File: src/rtl/operand_forward.sv
// Operand forwarding between register-file read ports and ALU inputs: replaces stale
// read data with the youngest recorded writeback, forces x0 to zero, counts forwards.
module operand_forward #(
  parameter int unsigned XLEN   = 32,
  parameter int unsigned ADDR_W = 4,
  parameter int unsigned DEPTH  = 1
) (
  input  logic            clk,
  input  logic            rst_n,
  input  logic            clk_enable,
  input  logic [4:0]      rs1_sf,
  input  logic [4:0]      rs2_sf,
  input  logic            wr_en_s3,
  input  logic [4:0]      rd_s3,
  input  logic [XLEN-1:0] wr_data_s3,
  input  logic [XLEN-1:0] rf_data_a,
  input  logic [XLEN-1:0] rf_data_b,
  input  logic            cnt_clear,
  output logic [XLEN-1:0] op_a,
  output logic [XLEN-1:0] op_b,
  output logic            fwd_a,
  output logic            fwd_b,
  output logic [15:0]     fwd_count
);

  logic [4:0]        rs1_q, rs2_q;
  logic [DEPTH-1:0]  slot_valid_q;
  logic [ADDR_W-1:0] slot_idx_q  [DEPTH];
  logic [XLEN-1:0]   slot_data_q [DEPTH];
  logic [15:0]       fwd_count_q, fwd_count_d;
  logic [16:0]       cnt_sum;
  logic [XLEN:0]     sel_a, sel_b;

  // Returns {forwarded, data}; scanning oldest-to-youngest lets the youngest match win.
  function automatic logic [XLEN:0] pick_operand(input logic [4:0]      rs,
                                                 input logic [XLEN-1:0] rf);
    logic [XLEN:0] res;
    res = {1'b0, rf};
    for (int i = int'(DEPTH) - 1; i >= 0; i--) begin
      if (slot_valid_q[i] && (slot_idx_q[i] == rs[ADDR_W-1:0])) begin
        res = {1'b1, slot_data_q[i]};
      end
    end
    if (rs == 5'd0) begin
      res = '0;
    end
    return res;
  endfunction

  always_comb begin
    sel_a = pick_operand(rs1_q, rf_data_a);
    sel_b = pick_operand(rs2_q, rf_data_b);
  end

  assign fwd_a     = sel_a[XLEN];
  assign op_a      = sel_a[XLEN-1:0];
  assign fwd_b     = sel_b[XLEN];
  assign op_b      = sel_b[XLEN-1:0];
  assign fwd_count = fwd_count_q;

  always_comb begin
    cnt_sum     = {1'b0, fwd_count_q} + 17'(fwd_a) + 17'(fwd_b);
    fwd_count_d = fwd_count_q;
    if (cnt_clear) begin
      fwd_count_d = '0;
    end else if (cnt_sum[16]) begin
      fwd_count_d = 16'hFFFF;
    end else begin
      fwd_count_d = cnt_sum[15:0];
    end
  end

  always_ff @(posedge clk or negedge rst_n) begin
    if (!rst_n) begin
      rs1_q        <= '0;
      rs2_q        <= '0;
      slot_valid_q <= '0;
      fwd_count_q  <= '0;
    end else if (clk_enable) begin
      rs1_q       <= rs1_sf;
      rs2_q       <= rs2_sf;
      fwd_count_q <= fwd_count_d;
      for (int i = int'(DEPTH) - 1; i > 0; i--) begin
        slot_valid_q[i] <= slot_valid_q[i-1];
      end
      slot_valid_q[0] <= wr_en_s3 && (rd_s3 != 5'd0);
    end
  end

  // Payload is qualified by the valid bits, so it needs no reset.
  always_ff @(posedge clk) begin
    if (clk_enable) begin
      for (int i = int'(DEPTH) - 1; i > 0; i--) begin
        slot_idx_q[i]  <= slot_idx_q[i-1];
        slot_data_q[i] <= slot_data_q[i-1];
      end
      slot_idx_q[0]  <= rd_s3[ADDR_W-1:0];
      slot_data_q[0] <= wr_data_s3;
    end
  end

endmodule

File: config.mk
export PLATFORM = sky130hd
export DESIGN_NAME = operand_forward
export DESIGN_NICKNAME = d
export VERILOG_FILES = /design/src/rtl/operand_forward.sv
export SDC_FILE = /design/constraint.sdc
export NUM_CORES = 1
export LEC_CHECK = 0
export BUFFER_PORTS_ARGS = -buffer_cell sky130_fd_sc_hd__buf_2
export CAP_MARGIN = 20
export CELL_PAD_IN_SITES_DETAIL_PLACEMENT = 0
export CELL_PAD_IN_SITES_GLOBAL_PLACEMENT = 2
export CORE_AREA = 2 2 124 126
export DETAILED_ROUTE_END_ITERATION = 16
export DIE_AREA = 0 0 126 128
export GPL_TIMING_DRIVEN = 0
export PLACE_DENSITY = 0.92
export SYNTH_ARGS = -nofsm -noshare
export SYNTH_HDL_FRONTEND = slang
export SYNTH_SLANG_ARGS = --single-unit
File: constraint.sdc
create_clock -name clk -period 6.75 [get_ports clk]
set_clock_uncertainty 0.1 [all_clocks]
set_input_delay 0.675 -clock clk [delete_from_list [all_inputs] [get_ports clk]]
set_output_delay 0.675 -clock clk [all_outputs]
set_load 0.02 [all_outputs]
==> results of run 1 <==
worst paths after layout:
kind	endpoint	slack, ps
worst min register to register	rs1_q[4]	420
worst max-delay path	fwd_count[12]	3350
max in group asynchronous	rs1_q[1]	5850
worst max register to register	fwd_count[12]	3350
worst min-delay path	fwd_count[15]	270
min in group clk	slot_data_q[0][28]	410
routing by layer:
layer | routed length (µm) | track usage (%)
met2 | 7150 | 30.6
met1 | 6650 | 24.2
met4 | 310 | 5.17
met5 | 0 | 0
met3 | 1210 | 4.72
cell type report:
type,count,area (µm²),share of cell area (%)
Buffer,46,233,4.20
Tap cell,188,235,4.25
Clock inverter,3,16.3,0.294
Inverter,13,48.8,0.881
Timing Repair Buffer,197,986,17.8
Clock buffer,13,270,4.88
Multi-Input combinational cell,317,1990,36.0
Sequential cell,63,1760,31.7
power groups by stage:
stage / Combinational, mW / Clock (mW) / Sequential, mW
after floorplan: 0.196 / 0 / 0.468
after global placement: 0.326 / 0 / 0.469
after detailed placement: 0.331 / 0 / 0.470
after CTS: 0.332 / 0.455 / 0.464
after global routing: 0.362 / 0.470 / 0.468
final: 0.330 / 0.443 / 0.464
Yosys cell counts, types with 2 or more instances:
cell and instances:
nor3_1 2, inv_1 13, o21ai_0 44, edfxtp_1 36
o31ai_1 32, clkbuf_1 16, o211ai_1 4, dfrtp_1 27
a211oi_1 2, xnor2_1 5, nand4_1 37, nand2b_1 3
nand2_1 12, nand3_1 36, nor4_1 3, and2_1 2
and3_1 5, o22ai_1 2, a21oi_1 71, nor2_1 6
a41oi_1 3, o311ai_0 3, nor2b_1 2, mux2_2 8
buf_4 9, buf_2 17, a31oi_1 4, or4_1 5
and4_1 2, clkbuf_2 4, or3_1 2
state kept, by name, summed over array words and instances, names as in the netlist:
register and flops:
slot_idx_q 4, slot_valid_q 1, rs1_q 5, slot_data_q 32, fwd_count 16, rs2_q 5
worst register-to-register path, stage by stage, from the launching register on:
cell	delay (ps)
edfxtp_1	470
xnor2_1	220
nand3_1	270
or3_1	500
fa_1	470
inv_1	70
ha_1	250
nand4_1	240
nor4_1	420
a31o_2	210
a21oi_1	60
metrics by stage:
| step | cells | hold WS, ps |
|---|---|---|
| final | 840 | 265 |
| after global routing | 840 | 315 |
| after CTS | 840 | 277 |
| after detailed placement | 824 | 414 |
| after global placement | 824 | 403 |
| after floorplan | 439 | 279 |
cells by family (layout without fill, tap and decap cells):
family	count (synthesis)	after routing
adder cells (fa/ha/maj)	2	2
buffers and inverters	59	272
flip-flops	63	63
AND/OR/NAND/NOR	126	126
XOR/XNOR	6	6
AO/OA/AOI/OAI	175	175
multiplexers	8	8
==> impl_metrics.yaml, run 1 <==
run_status:
  status: "complete, no violations"
timing:
  period_share_pct: 50.4
  tightest_slew_ps: 863
  layout_min_cycle_time_ps: 3400
  slew_violations: 0
  relSlewSlack_pct: 42.5
  hold_violations: 0
  finalSetupViolCount: 0
  tns_ps: 0
  max_clock_freq_mhz: 294
  final.setup.worst_slack_ps: 3350
  grt_setup_unrepaired: "false"
routing:
  wl_per_cell_um: 18.2
  num_vias: 4519
  drc: 0
  postRouteAntennaNets: 0
  drtIter0Drc: 304
  drtPass1Iterations: 6
  wirelength_um: 15300
  vias_per_cell: 5.38
yosys:
  netlist.area_leader.share_pct: 26.8
  syn_area_per_cell_um2: 9.19
  yosys.area.top_type: "edfxtp_1"
  synth_xor_area_share_pct: 1.30
  synth-seq-area-share_pct: 43.6
  synth_warnings: 0
  synthArstFlopShare_pct: 42.9
  synth.area.mux_share_pct: 2.23
  synth_top_family_by_area: "compound AO/OA/AOI/OAI gates"
  synth_edf_count: 36
  syn-instance-count: 439
  synthAdderAreaFrac_pct: 0.807
  synth_area_um2: 4030
  synth-simple-area-share_pct: 18.6
  synth_compound_area_share_pct: 26.5
  synthTopCellsByArea: "edfxtp_1 27%, dfrtp_1 17%, a21oi_1 8.8%, o31ai_1 6.0%, nand4_1 5.7%"
  ys.flop_type: "edfxtp_1"
  ys_ff_latch: 63
  synth.distinct_cells: 53
  syn-num-nets: 557
global_route:
  grtUsageTotal_pct: 18.5
  grt_start_max_net_pins: 38
  grt_overflow_total: 0
  grt_pass1_wl_um: 23600
  grt_pass1_vias: 4354
  antenna_found_initial: 0
die:
  dieArea_um2: 16100
  dieHeight_um: 128
  die_w_um: 126
  initial_core_util_pct: 27.1
  fp.coreArea_um2: 14900
  pin_count: 198
  num_rows: 45
cts:
  cts_setup_buffers: 0
  clock-sinks: 63
  cts_root_buf: "clkbuf_16"
  clkSlewWorstSetupHoldPaths_ps: 60
  h-tree-depth: 3
  cts.path.max_buffers: 2
  cts_tree: "done"
  cts_resized: 0
  ctsHoldBuffers: 0
  clock_latency_ps: 340
  cts_buffers: 9
worst_setup_path:
  startpoint: "slot_idx_q[0][3]"
  required_ps: 6850
  path_depth: 10
  max_stage_delay_ps: 500
  cp.arrival_ps: 3500
  cp_cell_sequence: "xnor2_1, nand3_1, or3_1, fa_1, inv_1, ha_1, nand4_1, nor4_1, a31o_2, a21oi_1"
  crit_slowest_cell: "or3_1"
  worstPathBufferInverterCount: 1
  cpLargestDelayFamily: "simple AND/OR/NAND/NOR gates"
  crit_path_start_kind: "flip-flop"
  end_kind: "flip-flop"
  rr_worst_depth: 10
  rr_startpoint: "slot_idx_q[0][3]"
  crit_path_max_fanout: 6
  path_class: "reg2reg"
power:
  p_int_mw: 0.828
  clockPowerShare_pct: 35.8
  power.density_nw_per_um2: 223
  p_seq_share_pct: 37.5
  swShare_pct: 33.1
  p_comb_share_pct: 26.7
  power.total_mw: 1.24
  power.net_switching_mw: 0.410
  leakage_nw: 2.32
  max-vdd-ir-drop_mv: 0.104
place:
  port_buffers: 197
  gp_congestion: 0.955
  place_area_um2: 5250
  place_ws_ps: 3330
  hpwl_um: 11800
final_layout:
  fillers: 1561
  mostFrequentLayoutCells: "214 x buf_2, 71 x a21oi_1, 44 x o21ai_0, 37 x nand4_1"
  layout-drive-gt1-share_pct: 40.3
  syn_to_final_growth_pct: 37.4
  final_common_cell: "buf_2"
  fin_nets: 765
  final_util_pct: 37.3
  diodes: 0
  final_area_um2: 5540
min_path:
  hold_class: "in2async"
job:
  cap_violations: 0
(Power assumes the default switching activity.)
==> inputs of run 2 (changes only) <==
CORE_AREA = 2 2 128 130   (was 2 2 124 126)
DIE_AREA = 0 0 130 132   (was 0 0 126 128)
PLACE_DENSITY = 0.88   (was 0.92)
clock period = 3.4 ns   (was 6.75 ns; I/O delays follow)
==> impl_metrics.yaml, run 2 (synthesis gave the netlist of run 1 again) <==
run_status:
  status: "complete, no violations"
cts:
  h-tree-depth: 3
  clock_latency_ps: 330
  cts_root_buf: "clkbuf_16"
  clock-sinks: 63
  cts_tree: "done"
  cts_buffers: 9
  cts.path.max_buffers: 2
  clkSlewWorstSetupHoldPaths_ps: 60
timing:
  finalSetupViolCount: 0
  period_share_pct: 94.2
  relSlewSlack_pct: 40.4
  max_clock_freq_mhz: 312
  hold_violations: 0
  tightest_slew_ps: 894
  layout_min_cycle_time_ps: 3200
  tns_ps: 0
  slew_violations: 0
final_layout:
  multi_input_area_um2: 2080
  register_area_um2: 1760
  fillers: 1674
  mostFrequentLayoutCells: "214 x buf_2, 71 x a21oi_1, 44 x o21ai_0, 37 x nand4_1, 36 x edfxtp_1"
  layoutNonFillerInstCount: 873
  layout-drive-gt1-share_pct: 42.6
  fin_nets: 770
  final_common_cell: "buf_2"
  syn_to_final_growth_pct: 41.4
  diodes: 0
  largest_reg_flops: 32
  regMostFlops: "slot_data_q"
worst_setup_path:
  rr_startpoint: "slot_idx_q[0][1]"
  crit_path_max_fanout: 6
  reg2reg_to: "fwd_count[14]"
  path_class: "reg2reg"
  rrSetupSlack_ps: 200
  required_ps: 3500
  end_kind: "flip-flop"
  rr_worst_depth: 10
  crit_path_start_kind: "flip-flop"
  cp.arrival_ps: 3300
die:
  initial_core_util_pct: 25.7
  dieHeight_um: 132
  num_rows: 46
  fp.coreArea_um2: 15700
  dieArea_um2: 17200
  pin_count: 198
  die_w_um: 130
min_path:
  holdPathEnd: "slot_data_q[0][5]"
  hp-start: "wr_data_s3[5]"
  holdPathStages: 1
  hold_class: "in2reg"
routing:
  num_vias: 4460
  drc: 0
  wirelength_um: 15200
  drtPass1Iterations: 5
  drtIter0Drc: 277
  vias_per_cell: 5.11
  postRouteAntennaNets: 0
  wl_per_cell_um: 17.4
global_route:
  antenna_found_initial: 0
  grt_pass1_vias: 4378
  grt_pass1_wl_um: 23100
  grt_overflow_total: 0
  grtUsageTotal_pct: 17.1
  grt_start_max_net_pins: 38
place:
  gp_congestion: 0.866
  dpl.cell_count: 852
  hpwl_um: 11700
  port_buffers: 197
power:
  max-vdd-ir-drop_mv: 0.222
  power.density_nw_per_um2: 437
  leakage_nw: 2.37
job:
  cap_violations: 0
## run 2: cell count changes in the layout (fill, tap and decap cells not counted), moves of 2 or more
cell	previous run	this run
clkbuf_8	3	0
inv_4	0	3
o311ai_0	3	0
o311ai_2	0	2
buf_4	9	13
xnor2_2	0	3
xnor2_1	5	2
## run 2: power by group
group	internal (mW)	leakage, nW	switching (mW)
Sequential	0.872	0.703	0.0530
Clock	0.538	0.145	0.352
Combinational	0.235	1.52	0.440
## run 2: worst max-delay path by stage
stage                      from       endpoint  cells after the start
2_1_floorplan  slot_idx_q[0][3]  fwd_count[12]                     10
3_3_place_gp   slot_idx_q[0][3]  fwd_count[12]                     10
3_5_place_dp   slot_idx_q[0][3]  fwd_count[12]                     10
4_1_cts        slot_idx_q[0][3]  fwd_count[12]                     10
5_1_grt        slot_idx_q[0][3]  fwd_count[10]                     10
6_report       slot_idx_q[0][1]  fwd_count[14]                     10
## run 2: what timing repair did
action | in CTS | in global routing
buffers inserted | 0 | 4
resized for setup | 4 | 12
pin swaps | 2 | 2
endpoints found under the setup margin | 13 | 15
hold endpoints to repair | 27 | 0
hold buffers | 1 | 0
## run 2: layout make-up
type                            count  area share (%)
Tap cell                          216            4.74
Inverter                           13           0.856
Buffer                             46            4.08
Clock inverter                      6           0.702
Timing Repair Buffer              202            18.0
Sequential cell                    63            30.8
Clock buffer                       10            4.39
Multi-Input combinational cell    317            36.4
## run 2: metal layers
layer  routed length [µm]  vias up  global-route usage (%)
met5                    0        -                       0
met4                  156        0                    3.76
met3                  906       12                    3.29
met2                 7400      171                    29.1
met1                 6750     2130                    22.4
li1                     -     2147                       -
## run 2: critical path: stages (launching register included)
cell and delay [ps]:
edfxtp_1 490, xnor2_2 240, nand3_4 150, or3_4 430, fa_1 450, inv_1 70, ha_2 210, and4_1 250
nand3_1 190, o311ai_1 340, o211ai_1 140
## run 2: per-stage QoR
stage / hold WS (ps) / util, % / worst slack, ps / power (mW) / instance area, µm²
after detailed placement: 307 / 33.7 / -153 / 1.60 / 5290
after CTS: 66.5 / 35.7 / 23.5 / 2.51 / 5610
after global placement: 295 / 33.7 / -65.6 / 1.58 / 5290
after floorplan: -55.6 / - / 476 / 1.32 / 4030
final: 80.7 / 36.3 / 196 / 2.49 / 5700
after global routing: 68.2 / 36.3 / -18.7 / 2.63 / 5700
